### config.mk
export PLATFORM = sky130hd
export DESIGN_NAME = row_index_sequencer
export DESIGN_NICKNAME = d
export VERILOG_FILES = /design/src/rtl/row_index_sequencer.sv
export SDC_FILE = /design/constraint.sdc
export NUM_CORES = 1
export LEC_CHECK = 0
export BUFFER_PORTS_ARGS = -buffer_cell sky130_fd_sc_hd__buf_2
export CAP_MARGIN = 0
export CORE_ASPECT_RATIO = 0.75
export CORE_UTILIZATION = 54
export CTS_CLUSTER_SIZE = 14
export DETAILED_ROUTE_END_ITERATION = 6
export GPL_ROUTABILITY_DRIVEN = 1
export HOLD_SLACK_MARGIN = 0.15
export PLACE_DENSITY = 0.75
export SYNTH_ARGS = -nofsm -noshare
export SYNTH_HDL_FRONTEND = slang
export SYNTH_SLANG_ARGS = --single-unit
### constraint.sdc
create_clock -name i_clock -period 3.54 [get_ports i_clock]
set_input_delay 0.354 -clock i_clock [delete_from_list [all_inputs] [get_ports i_clock]]
set_output_delay 0.354 -clock i_clock [all_outputs]
set_load 0.01 [all_outputs]
### src/rtl/row_index_sequencer.sv
// Row-address sequencer: steps an offset through one quadrant, rewinds on new vectors,
// closes layers at the quadrant end and counts them with wrap or halt on the final layer.
module row_index_sequencer #(
    parameter int NUM_QUADS     = 2,
    parameter int ROWS_PER_QUAD = 6,
    parameter int ROWS_PER_VEC  = 2,
    parameter int NUM_LAYERS    = 3,
    parameter int WRAP_LAYERS   = 1,
    parameter int ROW_W         = 4,
    parameter int QSEL_W        = 1,
    parameter int LAYER_W       = 2
) (
    input  logic               i_clock,
    input  logic               i_reset,
    input  logic               i_clear,
    input  logic               i_en,
    input  logic               i_new_row,
    input  logic               i_new_vector,
    input  logic               i_new_quadrant_row,
    input  logic [QSEL_W-1:0]  i_quad_sel,
    output logic [ROW_W-1:0]   o_row_index,
    output logic [LAYER_W-1:0] o_layer_index,
    output logic               o_new_layer,
    output logic               o_done,
    output logic               o_seq_err
);
    localparam logic [ROW_W-1:0]   LP_LAST_OFF   = ROW_W'(ROWS_PER_QUAD - 1);
    localparam logic [ROW_W-1:0]   LP_REWIND     = ROW_W'(ROWS_PER_VEC);
    localparam logic [LAYER_W-1:0] LP_LAST_LAYER = LAYER_W'(NUM_LAYERS - 1);
    localparam logic [31:0]        LP_NUM_QUADS  = 32'(NUM_QUADS);
    localparam logic [31:0]        LP_QUAD_ROWS  = 32'(ROWS_PER_QUAD);
    localparam logic               LP_WRAP       = (WRAP_LAYERS != 0);

    logic [ROW_W-1:0]   r_base;
    logic [ROW_W-1:0]   r_offset;
    logic [ROW_W-1:0]   r_row_index;
    logic [LAYER_W-1:0] r_layer;
    logic               r_done;
    logic               r_seq_err;
    logic               r_halted;

    logic [ROW_W-1:0]   w_base_d;
    logic [ROW_W-1:0]   w_offset_d;
    logic [ROW_W-1:0]   w_row_index_d;
    logic [LAYER_W-1:0] w_layer_d;
    logic               w_done_d;
    logic               w_seq_err_d;
    logic               w_halted_d;

    logic [31:0]        w_qsel_wide;
    logic               w_qsel_oor;
    logic [ROW_W-1:0]   w_qbase;
    logic               w_active;
    logic               w_new_layer;
    logic               w_restart;
    logic               w_increment;
    logic               w_last_layer;

    // Quadrant base from quad_sel; out-of-range selections fall back to quadrant 0.
    always_comb begin
        w_qsel_wide = 32'(i_quad_sel);
        w_qsel_oor  = (w_qsel_wide >= LP_NUM_QUADS);
        w_qbase     = w_qsel_oor ? '0 : ROW_W'(w_qsel_wide * LP_QUAD_ROWS);
    end

    always_comb begin
        w_active     = i_en & ~r_halted;
        w_new_layer  = w_active & i_new_quadrant_row & (r_offset == LP_LAST_OFF);
        w_restart    = w_active & i_new_vector & ~i_new_quadrant_row;
        w_increment  = w_active & (i_new_row | i_new_quadrant_row);
        w_last_layer = (r_layer == LP_LAST_LAYER);
    end

    always_comb begin
        w_base_d    = r_base;
        w_offset_d  = r_offset;
        w_layer_d   = r_layer;
        w_seq_err_d = r_seq_err;
        w_halted_d  = r_halted;
        // done is only sticky while halted; otherwise it is a one-cycle pulse
        w_done_d    = r_halted;

        if (i_clear) begin
            w_base_d    = w_qbase;
            w_offset_d  = '0;
            w_layer_d   = '0;
            w_done_d    = 1'b0;
            w_seq_err_d = w_qsel_oor;
            w_halted_d  = 1'b0;
        end else if (w_new_layer) begin
            w_base_d    = w_qbase;
            w_offset_d  = '0;
            w_seq_err_d = r_seq_err | w_qsel_oor;
            if (w_last_layer) begin
                w_done_d = 1'b1;
                if (LP_WRAP) begin
                    w_layer_d = '0;
                end else begin
                    w_halted_d = 1'b1;
                end
            end else begin
                w_layer_d = r_layer + LAYER_W'(1);
            end
        end else if (w_restart) begin
            if (r_offset < LP_REWIND) begin
                w_offset_d  = '0;
                w_seq_err_d = 1'b1;
            end else begin
                w_offset_d = r_offset - LP_REWIND;
            end
        end else if (w_increment) begin
            if (r_offset == LP_LAST_OFF) begin
                w_seq_err_d = 1'b1;
            end else begin
                w_offset_d = r_offset + ROW_W'(1);
            end
        end

        w_row_index_d = w_base_d + w_offset_d;
    end

    always_ff @(posedge i_clock or posedge i_reset) begin
        if (i_reset) begin
            r_base      <= '0;
            r_offset    <= '0;
            r_row_index <= '0;
            r_layer     <= '0;
            r_done      <= 1'b0;
            r_seq_err   <= 1'b0;
            r_halted    <= 1'b0;
        end else begin
            r_base      <= w_base_d;
            r_offset    <= w_offset_d;
            r_row_index <= w_row_index_d;
            r_layer     <= w_layer_d;
            r_done      <= w_done_d;
            r_seq_err   <= w_seq_err_d;
            r_halted    <= w_halted_d;
        end
    end

    assign o_row_index   = r_row_index;
    assign o_layer_index = r_layer;
    assign o_new_layer   = w_new_layer;
    assign o_done        = r_done;
    assign o_seq_err     = r_seq_err;

endmodule

* Word-level counts from Yosys, hierarchy flattened
Cells that the tools add are included.
** Operators by class
- $add $sub $neg :: 4
- Multipliers :: 1
- Divide/modulo/power cells :: 0
- $lt $le $gt $ge :: 1
- Equal/unequal tests :: 4
- Shift-type cells :: 0
- Multiplexer cells :: 20
- Bitwise operators :: 7
- Reduce and logical (&&, ||, !) cells :: 4
** Operators by type and width (number)
- $mux 4 :: 8
- $mux 1 :: 9
- $mux 2 :: 3
- $reduce_bool 3->1 :: 2
- $and 1x1->1 :: 5
- $add 4x1->4 const B :: 1
- $add 4x4->4 :: 1
- $eq 4x3->1 const B :: 1
- $lt 4x2->1 const B :: 1
- $reduce_and 4->1 :: 1
- $sub 4x2->4 const B :: 1
- $mul 1x2->3 const B :: 1
- $ne 3x2->1 const B :: 1
- $add 2x1->2 const B :: 1
- $eq 2x2->1 const B :: 1
- $ne 2x2->1 const B :: 1
- $reduce_bool 2->1 :: 1
- $not 1->1 :: 1
- $or 1x1->1 :: 1
** Word-level totals
- Register bits :: 16
- Latch bits :: 0
- Bits in writable memories :: 0
- ROM bits :: 0
- Output and inout port bits :: 9
- Logic and storage cells :: 47
- Memories kept :: 0

* Longest topological paths before layout
Gate-level depths: netlist of the first run.
- Depth after elaboration :: 7
- Depth in mapped cells :: 13

* Worst setup path after synthesis of the first run
No wires, ideal clock.
- Path kind :: register -> register
- Start point :: register r_offset[1]
- End point :: register r_row_index[3], in the netlist o_row_index[3]
- Arrival time :: 2.429 ns
- Required time :: 3.429 ns
- Path slack :: 0.999 ns
- Stages on the path, launching flop included :: 12
- Buffers on the path :: 0
- Path through :: dfrtp_1 inv_1 ha_1 and3b_2 a31oi_1 nand2_1 nand2_1 ha_1 a21oi_1 and2_1 nor2_1 a2111oi_2
** Between the ends
- Elaborated cells on any way between the ends :: 14
- Classes of those cells :: 3 x add/sub; 1 x order compare; 1 x eq/ne; 8 x mux; 1 x bitwise
** RTL lines
- start, declared :: line 35 : logic [ROW_W-1:0] r_offset;
- start signal, assigned :: line 133 : r_offset <= w_offset_d;
- $eq 4x3->1 :: line 68 : w_new_layer = w_active & i_new_quadrant_row & (r_offset == LP_LAST_OFF);
- $and 1x1->1 :: line 68
- $mux 4 :: line 90 : end else if (w_new_layer) begin
- $mux 4 :: line 83 : if (i_clear) begin
- named net w_base_d[2] :: line 42 : logic [ROW_W-1:0] w_base_d;
- $add 4x4->4 :: line 119 : w_row_index_d = w_base_d + w_offset_d;
- named net w_row_index_d[3] :: line 44 : logic [ROW_W-1:0] w_row_index_d;
- end signal, assigned :: line 134 : r_row_index <= w_row_index_d;
- end, declared :: line 36 : logic [ROW_W-1:0] r_row_index;
The timed path passes the listed nets, and every way through them passes these cells.
A chain may end at the register's enable or synchronous reset.

* Worst setup path in the final report of the first run
Ends and elaborated chain as after synthesis.

==> run_results.csv, run 1 <==
group,metric,value,unit
detailed_routing,routed_wl,2001,um
synth,ys_dominant_reg_cell,"sky130_fd_sc_hd__dfrtp_1",
layout,drive_gt1_frac,0.2101,
pwr,p_comb_frac,0.189,
setup_path,path_max_fanout,8,
global_route,grt_first_pass_wirelength,3477,um
worst_hold_path,worst_hold_start,"i_clear",
synth,syn-cell-area,969.7,sq um
worst_hold_path,worst_hold_path.num_cells,2,
synth,synth.net_count,116,
timing,slew_of_the_pin_with_the_lowest_slew_margin,0.6820,ns
synth,yosysTopAreaCellShare,0.4129,
layout,final_cell_count_no_fill,140,
timing,clock-skew-final,0.001415,ns
detailed_routing,drt_first_pass_iters,4,
timing,timing.final.setup_violations,0,
floorplan,chipWidth,50.93,um
pwr,pwr-share-clk,0.307,
timing,fin_hold_ws,0.2928,ns
detailed_routing,first_iter_violations,27,
synth,synth_edf_count,0,
synth,yosys-top-cells-count,"16 x sky130_fd_sc_hd__dfrtp_1, 9 x sky130_fd_sc_hd__nand2_1, 9 x sky130_fd_sc_hd__nor2_1",
layout,antenna_cells_inserted,0,
setup_path,r2r_slack,0.54,ns
global_route,number_of_global_route_vias_before_repair,774,
floorplan,start_util,0.6151,
global_route,gr-total-overflow,0,
worst_hold_path,hold_path_class,"in -> reg",
global_route,met1_track_demand_over_resource,0.3184,
cts,inserted_clock_buffers,3,
synth,synth_area_per_cell,9.697,sq um
setup_path,ff2ff_path_depth,11,
timing,unrepaired_setup_endpoints_after_global_routing,"no",
setup_path,setup.worst_path.class,"reg -> reg",
cts,postCtsHoldBufs,1,
synth,synth_warnings,0,
cts,ctsHtreeMaxLevel,1,
global_route,grt_most_used_layer,"met2",
detailed_routing,route.antenna.remaining_nets,0,
flow_run,maxCapViolations,0,
synth,synth.most_common_cell,"sky130_fd_sc_hd__dfrtp_1",
placement,port-buffer-count,16,
pwr,leakage,0.0005681,uW
synth,netlist_top_cells_area,"sky130_fd_sc_hd__dfrtp_1 41%, sky130_fd_sc_hd__ha_1 9.0%, sky130_fd_sc_hd__nand2_1 3.5%, sky130_fd_sc_hd__nor2_1 3.5%, sky130_fd_sc_hd__inv_1 3.1%",
setup_path,end_kind,"register",
outcome,status,"complete, no violations",
global_route,overall_global_routing_usage,0.2546,
timing,relSlewSlack,0.5432,
synth,synth_seq_cells,16,
timing,max_freq,0.3330,GHz
placement,dpl.cell_count,135,
cts,cts_repair_resize_count,0,
cts,cts_buffer_depth,2,
synth,synth-async-reset-ratio,1.000,
floorplan,core_area,1577,sq um
setup_path,crit-reg2reg-launch,"r_offset[1]",
worst_hold_path,worst_hold_path.endpoint,"o_seq_err",
pwr,p_per_area,363.8,nW/um^2
synth,library_cells_used_by_synthesis,36,
global_route,grtUsageMet2,0.4375,
floorplan,floorplan.rows,12,
synth,netlist.top_cell.by_area,"sky130_fd_sc_hd__dfrtp_1",
layout,finalNetCount,136,
synth,synth_sequential_area_ratio,0.4129,
setup_path,critPathLaunchType,"register",
floorplan,die_footprint,1971,sq um
cts,clock_sink_count,16,
pwr,power.net_switching,114.0,uW
cts,cts.repair_timing.setup_buffer_count,0,
detailed_routing,via_cell_ratio,5.671,
global_route,use_met3,0.07059,
setup_path,crit_arrival,3.19,ns
pwr,power.switching_fraction,0.2833,
global_route,maximum_number_of_pins_on_one_net_before_global_route_repair,17,
detailed_routing,route.detailed.wl_per_inst,14.29,um
synth,synthesis.instances,100,
pwr,power_report.internal_total,288.4,uW
pwr,power.share.sequential,0.504,
cts,clkLatencyLatePin,0.29,ns
floorplan,fp.dieH,38.70,um
cts,tritoncts,"done",
global_route,antenna_violations_before_repair,0,
timing,final_max_slew_viol_count,0,
layout,stdcell_area,1106,sq um
floorplan,num_io_pins,17,
setup_path,timing.critical_path.required,3.73,ns
detailed_routing,vias,794,
cts,cts_root_buffer,"sky130_fd_sc_hd__clkbuf_4",
timing,period_needed,3.003,ns
placement,place.detailed.hpwl,1501,um
detailed_routing,drc,0,
timing,setup-tns-final,0,ns
cts,clk_pin_slew,0.09,ns
pwr,worst_vdd_rail_ir_drop,258.8,uV
placement,post_placement_cell_area,1060,sq um
setup_path,worst_r2r_endpoint,"o_row_index[3]",
layout,area_delta_synth_final,14.06,%
placement,gp_routability_congestion,0.8823,
timing,final-hold-violation-count,0,
timing,crit_share_post_route,0.8484,
## placed cells by master (no fill, tap or decap), drive strengths merged, types with 4 or more instances in the layout
cell     n
nand2    9
ha       7
inv      9
o21ai    6
and2     4
nor2    10
nand2b   4
dfrtp   16
buf     16
clkbuf   4
nand3    4
a21oi    5
## layer usage
| layer | vias to the layer above | share of wire | wire, um |
|---|---|---|---|
| met5 | - | 0 | 0 |
| met2 | 30 | 0.47 | 947 |
| li1 | 388 | - | - |
| met4 | 0 | 0.0030 | 6 |
| met3 | 2 | 0.062 | 125 |
| met1 | 374 | 0.46 | 922 |
## sequential cells by signal, indices dropped and copies added, names as in the netlist
| register | count |
|---|---|
| o_seq_err | 1 |
| o_layer_index | 2 |
| r_offset | 4 |
| o_done | 1 |
| o_row_index | 4 |
| r_base | 4 |
## kinds of logic (layout without fill, tap and decap cells)
kind of cell,Yosys count,count (layout),synth area share
AOI/OAI and AO/OA,23,23,0.1806
xor gates and xnor gates,2,2,0.01807
adders and majority gates,8,8,0.1110
buffers and inverters,11,30,0.05160
DFF,16,16,0.4129
muxes,1,1,0.01032
and+or+nand+nor,39,39,0.2155
## through the flow
step                utilization  worst slack, ns  power (uW)
CTS                      0.7016           0.6076       403.6
detailed placement       0.6722           0.6398       281.1
floorplan                     -           0.9992       256.9
finish                   0.7016           0.5367       402.4
global route             0.7016           0.3258       425.4
global placement         0.6722           0.7681       278.3
## power groups by stage
| stage | clock [uW] | combinational [uW] | sequential [uW] |
|---|---|---|---|
| 5_1_grt | 135 | 86.0 | 205 |
| 3_3_place_gp | 0 | 72.4 | 206 |
| 3_5_place_dp | 0 | 74.9 | 206 |
| 2_1_floorplan | 0 | 49.6 | 207 |
| 4_1_cts | 125 | 76.1 | 203 |
| 6_report | 123 | 76.2 | 203 |
## how the worst max path moves through the flow
stage,depth (start not counted),slack [ns],end,startpoint
floorplan,11,1.0,o_row_index[3],r_offset[1]
finish,11,0.54,o_row_index[3],r_offset[1]
global placement,11,0.77,o_row_index[3],r_offset[1]
global route,11,0.33,o_row_index[3],r_offset[1]
CTS,11,0.61,o_row_index[3],r_offset[1]
detailed placement,11,0.64,o_row_index[3],r_offset[1]
## final cells by class
class | count | area (sq um)
inverters | 9 | 33.78
fillers | 123 | 470.5
well taps | 21 | 26.28
clock buffers | 4 | 36.28
repair buffers | 17 | 90.09
flip-flops and latches | 16 | 400.4
multi-input cells | 73 | 519.2
## worst max-delay path, stage by stage, from the launching register on
cell	delay, ns
sky130_fd_sc_hd__dfrtp_1	0.46
sky130_fd_sc_hd__inv_1	0.11
sky130_fd_sc_hd__ha_1	0.22
sky130_fd_sc_hd__and3b_2	0.26
sky130_fd_sc_hd__a31oi_1	0.55
sky130_fd_sc_hd__nand2_1	0.13
sky130_fd_sc_hd__nand2_1	0.12
sky130_fd_sc_hd__ha_1	0.27
sky130_fd_sc_hd__a21oi_1	0.18
sky130_fd_sc_hd__nand2_1	0.10
sky130_fd_sc_hd__o2111a_1	0.17
sky130_fd_sc_hd__a2111oi_2	0.32
No activity file was read; power rests on OpenSTA's default activity.
==> inputs of run 2 (changes only) <==
==> constraint.sdc (replaced) <==
create_clock -name i_clock -period 3.1 [get_ports i_clock]
set_input_delay 0.31 -clock i_clock [delete_from_list [all_inputs] [get_ports i_clock]]
set_output_delay 0.31 -clock i_clock [all_outputs]
set_load 0.01 [all_outputs]
==> run 2 against run 1 <==
Net effect: worst hold slack got worse by 0.045 ns; first-iteration DRC count fell by 33%; clock power fell by 14%; count of clock-buffer cells in the layout fell by 1; critical path depth rose by 1; critical endpoint unchanged; sequential power rose by 14%; global-route usage fell by 1.3 points; fmax rose by 7.9%; via count rose by 1.1%; largest cell class unchanged; worst setup slack got worse by 0.22 ns; non-clock buffer count rose by 1; total power rose by 5.4%.
==> run_results.csv, run 2 (synthesis gave the netlist of run 1 again) <==
group,metric,value,unit
outcome,status,"complete, no violations",
timing,relSlewSlack,0.5894,
layout,antenna_cells_inserted,0,
setup_path,critPathLaunchType,"register",
detailed_routing,route.antenna.remaining_nets,0,
global_route,maximum_number_of_pins_on_one_net_before_global_route_repair,17,
timing,max_freq,0.3593,GHz
detailed_routing,m1WireLength,898,um
floorplan,floorplan.rows,12,
layout,most_frequent_cells_in_the_layout,"16 x sky130_fd_sc_hd__buf_2, 16 x sky130_fd_sc_hd__dfrtp_1, 9 x sky130_fd_sc_hd__nor2_1, 9 x sky130_fd_sc_hd__nand2_1, 8 x sky130_fd_sc_hd__inv_1",
flow_run,maxCapViolations,0,
setup_path,path_cells,"inv_1 > ha_1 > and3b_2 > nor2_4 > nor2_1 > a211oi_1 > o21a_1 > ha_1 > nand3_1 > and2_1 > nor2_1 > a2111oi_2",
floorplan,start_util,0.6151,
pwr,worst_vdd_rail_ir_drop,301.8,uV
global_route,antenna_violations_before_repair,0,
setup_path,end_kind,"register",
detailed_routing,drt_first_pass_iters,4,
detailed_routing,first_iter_violations,18,
timing,final_max_slew_viol_count,0,
setup_path,cp-startpoint,"r_offset[1]",
placement,dp_worst_setup_slack,0.2608,ns
placement,dpl.cell_count,136,
timing,fin_hold_ws,0.2475,ns
setup_path,crit_arrival,2.97,ns
placement,port-buffer-count,16,
cts,clkLatencyLatePin,0.28,ns
detailed_routing,top_layer,"met4",
floorplan,chipWidth,50.93,um
timing,period_needed,2.783,ns
setup_path,cp_slowest_stage_delay,0.45,ns
setup_path,path_max_fanout,7,
setup_path,crit_path_end,"o_row_index[3]",
timing,crit_share_post_route,0.8978,
placement,place.detailed.hpwl,1463,um
setup_path,crit-reg2reg-launch,"r_offset[1]",
setup_path,worst_r2r_endpoint,"o_row_index[3]",
setup_path,setup.worst_path.class,"reg -> reg",
cts,inserted_clock_buffers,3,
setup_path,ff2ff_path_depth,12,
detailed_routing,routed_wl,1917,um
timing,post-route-worst-setup-slack,0.3168,ns
setup_path,cp_slowest_cell,"sky130_fd_sc_hd__dfrtp_1",
layout,drive_gt1_frac,0.2185,
detailed_routing,route.detailed.wl_per_inst,13.69,um
detailed_routing,met3WireLength,107,um
placement,gp_routability_congestion,0.8710,
cts,cts_buffer_depth,2,
layout,final_cell_count_no_fill,140,
detailed_routing,met2_length,900,um
floorplan,num_io_pins,17,
worst_hold_path,hold_path_class,"in -> reg",
layout,area_delta_synth_final,13.94,%
pwr,p_per_area,383.9,nW/um^2
timing,slew_of_the_pin_with_the_lowest_slew_margin,0.6152,ns
setup_path,timing.critical_path.required,3.28,ns
detailed_routing,via_cell_ratio,5.736,
cts,clk_pin_slew,0.09,ns
detailed_routing,vias,803,
cts,cts_root_buffer,"sky130_fd_sc_hd__clkbuf_4",
global_route,gr-total-overflow,0,
cts,clock_sink_count,16,
detailed_routing,drc,0,
timing,clock-skew-final,0.004336,ns
floorplan,die_footprint,1971,sq um
setup_path,r2r_slack,0.32,ns
timing,unrepaired_setup_endpoints_after_global_routing,"no",
timing,timing.final.setup_violations,0,
cts,tritoncts,"done",
timing,final-hold-violation-count,0,
floorplan,fp.dieH,38.70,um
timing,setup-tns-final,0,ns
global_route,overall_global_routing_usage,0.2412,
layout,finalNetCount,137,
global_route,grt_first_pass_wirelength,3284,um
cts,ctsHtreeMaxLevel,1,
floorplan,core_area,1577,sq um
global_route,number_of_global_route_vias_before_repair,748,
pwr,leakage,0.0005658,uW
run 2: cell types whose count changed in the layout (fill, tap and decap cells not counted):
cell | before | now
sky130_fd_sc_hd__nand3_1 | 4 | 3
sky130_fd_sc_hd__nand3_2 | 0 | 1
sky130_fd_sc_hd__buf_4 | 0 | 1
sky130_fd_sc_hd__clkbuf_8 | 1 | 0
run 2: layout make-up:
type	count	area [sq um]
tap	21	26.28
fill	129	471.7
timing repair buffer	18	97.59
clock buffer	3	22.52
sequential	16	400.4
inverter	9	33.78
multi-input combinational	73	524.3
run 2: report_power, final:
part,leakage [uW],switching [uW],internal [uW]
Sequential,0.000213,9.37,222
Clock,0.0000138,60.5,45.2
Combinational,0.000339,50.7,36.6
run 2: stage by stage:
step / util / power [uW] / cell area (sq um)
2_1_floorplan: - / 293.4 / 969.7
3_3_place_gp: 0.6770 / 318.3 / 1067
4_1_cts: 0.6976 / 428.6 / 1100
6_report: 0.7008 / 424.1 / 1105
5_1_grt: 0.7008 / 448.5 / 1105
3_5_place_dp: 0.6770 / 320.9 / 1067
run 2: how the worst min path moves through the flow:
stage               startpoint                to  slack (ns)  cells after the start
finish                 i_clear  o_layer_index[1]        0.25                      2
global route           i_clear         o_seq_err        0.26                      2
CTS                    i_clear         o_seq_err        0.23                      2
detailed placement     i_reset            o_done        0.41                      2
global placement       i_reset    o_row_index[1]        0.40                      2
floorplan              i_reset            o_done        0.22                      1
run 2: critical path, delay by kind of cell, from the launching register on:
family,cells,cell delay (ns)
DFF,1,0.45
buffers and inverters,1,0.11
and+or+nand+nor,6,0.83
adders and majority gates,2,0.45
AOI/OAI and AO/OA,3,0.83
run 2: layer usage:
metal,vias up,GRT usage
li1,396,-
met1,376,0.2973
met2,27,0.4178
met3,4,0.07059
met4,0,0.06250
met5,-,0
run 2: repair_timing:
action	4_1_cts	5_1_grt
buffers inserted	0	0
hold buffers	1	0
gates resized for setup	0	1
hold endpoints to repair	16	0
setup endpoints to repair	0	1
==> inputs of run 3 (changes only) <==
--- a/config.mk
+++ b/config.mk
@@ -5,15 +5,15 @@
 export SDC_FILE = /design/constraint.sdc
 export NUM_CORES = 1
 export LEC_CHECK = 0
+export ABC_CLOCK_PERIOD_IN_PS = 2400
 export BUFFER_PORTS_ARGS = -buffer_cell sky130_fd_sc_hd__buf_2
 export CAP_MARGIN = 0
 export CORE_ASPECT_RATIO = 0.75
-export CORE_UTILIZATION = 54
-export CTS_CLUSTER_SIZE = 14
+export CORE_UTILIZATION = 48
 export DETAILED_ROUTE_END_ITERATION = 6
 export GPL_ROUTABILITY_DRIVEN = 1
 export HOLD_SLACK_MARGIN = 0.15
-export PLACE_DENSITY = 0.75
+export PLACE_DENSITY = 0.71
 export SYNTH_ARGS = -nofsm -noshare
 export SYNTH_HDL_FRONTEND = slang
 export SYNTH_SLANG_ARGS = --single-unit
==> constraint.sdc (replaced) <==
create_clock -name i_clock -period 2.4 [get_ports i_clock]
set_input_delay 0.24 -clock i_clock [delete_from_list [all_inputs] [get_ports i_clock]]
set_output_delay 0.24 -clock i_clock [all_outputs]
set_load 0.01 [all_outputs]
==> run 3 against run 2 <==
Net effect: the run now ends with setup timing left; clock power up 34%; total power up 50%; sequential share of layout area down 8.1 points; register-to-register slack worse by 0.39 ns; routed wire length up 28%; critical endpoint unchanged; largest cell class unchanged; largest power group unchanged.
==> run_results.csv, run 3 (synthesis gave the netlist of run 1 again) <==
group,metric,value,unit
pwr,worst_vdd_rail_ir_drop,572.0,uV
layout,final_cell_count_no_fill,160,
placement,port-buffer-count,16,
global_route,gr-total-overflow,0,
detailed_routing,vias,870,
cts,cts_buffer_depth,2,
timing,post-route-worst-setup-slack,-0.07322,ns
detailed_routing,first_iter_violations,13,
worst_hold_path,worst_hold_path.num_cells,2,
setup_path,cp-startpoint,"r_offset[1]",
outcome,status,"finished, violations left",
cts,clock_sink_count,16,
global_route,antenna_violations_before_repair,0,
cts,inserted_clock_buffers,3,
floorplan,fp.dieH,40.93,um
cts,clk_pin_slew,0.09,ns
setup_path,ff2ff_path_depth,12,
detailed_routing,route.antenna.remaining_nets,0,
timing,unrepaired_setup_endpoints_after_global_routing,"yes",
outcome,violations_in_the_final_reports,"setup timing",
setup_path,critPathLaunchType,"register",
detailed_routing,via_cell_ratio,5.438,
timing,final-hold-violation-count,0,
floorplan,floorplan.rows,13,
setup_path,crit-reg2reg-launch,"r_offset[1]",
cts,cts_root_buffer,"sky130_fd_sc_hd__clkbuf_4",
timing,slew_of_the_pin_with_the_lowest_slew_margin,0.6182,ns
global_route,grtUsageMet2,0.4198,
layout,area_delta_synth_final,46.58,%
detailed_routing,routed_wl,2445,um
placement,gp_routability_congestion,0.8472,
timing,crit_share_post_route,1.031,
placement,dpl.cell_count,149,
global_route,maximum_number_of_pins_on_one_net_before_global_route_repair,17,
floorplan,die_footprint,2206,sq um
layout,most_frequent_cells_in_the_layout,"20 x sky130_fd_sc_hd__buf_4, 16 x sky130_fd_sc_hd__buf_2, 16 x sky130_fd_sc_hd__dfrtp_1",
cts,ctsHtreeMaxLevel,1,
layout,antenna_cells_inserted,0,
worst_hold_path,hold_path_class,"in -> reg",
global_route,use_met3,0.06667,
cts,tritoncts,"done",
cts,clkLatencyLatePin,0.29,ns
setup_path,end_kind,"register",
layout,drive_gt1_frac,0.5072,
global_route,grt_first_pass_wirelength,3415,um
setup_path,setup.worst_path.class,"reg -> reg",
setup_path,path_max_fanout,5,
layout,mostFrequentLayoutCell,"sky130_fd_sc_hd__buf_4",
timing,fin_hold_ws,0.1953,ns
timing,final_max_slew_viol_count,0,
flow_run,maxCapViolations,0,
floorplan,chipWidth,53.90,um
detailed_routing,drt_first_pass_iters,4,
floorplan,start_util,0.5323,
detailed_routing,drc,0,
timing,max_freq,0.4043,GHz
global_route,grt_most_used_layer,"met2",
global_route,met1_track_demand_over_resource,0.2763,
setup_path,timing.critical_path.required,2.59,ns
placement,dp_worst_setup_slack,-0.1380,ns
timing,clock-skew-final,0.005563,ns
global_route,number_of_global_route_vias_before_repair,789,
global_route,overall_global_routing_usage,0.2434,
timing,timing.final.setup_violations,1,
setup_path,crit_arrival,2.66,ns
pwr,p_per_area,447.2,nW/um^2
floorplan,core_area,1822,sq um
floorplan,num_io_pins,17,
layout,finalNetCount,156,
detailed_routing,route.detailed.wl_per_inst,15.28,um
timing,relSlewSlack,0.5874,
layout,finish.utilization,0.7802,
worst_hold_path,worst_hold_start,"i_clear",
timing,period_needed,2.473,ns
placement,place.detailed.hpwl,1617,um
pwr,leakage,0.0006694,uW
## run 3: layout make-up
class	instances	area (sq um)
multi-input combinational	73	696.9
sequential	16	400.4
fill	120	400.4
timing repair buffer	37	240.2
inverter	9	33.78
tap	22	27.53
clock buffer	3	22.52
## run 3: metrics by stage
step	setup TNS (ns)	total power [uW]	area [sq um]
2_1_floorplan	0	388.4	1028
3_3_place_gp	0	442.9	1217
3_5_place_dp	-0.1380	448.0	1217
4_1_cts	-0.02575	618.9	1346
5_1_grt	-0.2347	668.9	1421
6_report	-0.07322	635.6	1421
## run 3: worst paths after layout
path / slack (ns) / endpoint
worst max register to register: -0.07 / o_row_index[3]
max in group asynchronous: 1.44 / r_base[3]
worst min register to register: 0.50 / o_done
worst max-delay path: -0.07 / o_row_index[3]
worst min-delay path: 0.20 / o_layer_index[0]
min in group asynchronous: 0.56 / o_done
## run 3: timing repair
action                     CTS  global route
gates resized for setup     11            13
pin swaps                    7             8
hold buffers                 1             0
hold endpoints to repair    16             0
setup endpoints to repair    1             3
setup buffers                6             1
## run 3: critical path, cell delays in order, from the launching register on
cell and delay, ns:
sky130_fd_sc_hd__dfrtp_1 0.41, sky130_fd_sc_hd__buf_4 0.14, sky130_fd_sc_hd__buf_4 0.12, sky130_fd_sc_hd__buf_4 0.15, sky130_fd_sc_hd__o31ai_4 0.25, sky130_fd_sc_hd__nor2_1 0.11
sky130_fd_sc_hd__o21a_1 0.24, sky130_fd_sc_hd__ha_4 0.28, sky130_fd_sc_hd__nand3_4 0.08, sky130_fd_sc_hd__and2_4 0.16, sky130_fd_sc_hd__nand3_2 0.08, sky130_fd_sc_hd__mux2i_2 0.08
sky130_fd_sc_hd__a2111oi_2 0.27
## run 3: report_power, final
group	internal [uW]	switching [uW]	total [uW]
Sequential	287	9.80	296
Combinational	95.6	102	197
Clock	58.5	83.5	142
Total	441	195	636
## run 3: per-layer routing
metal	vias to the layer above	part of all wire
met5	-	0
met4	0	0.015
met2	20	0.51
met1	412	0.44
met3	5	0.033
li1	433	-
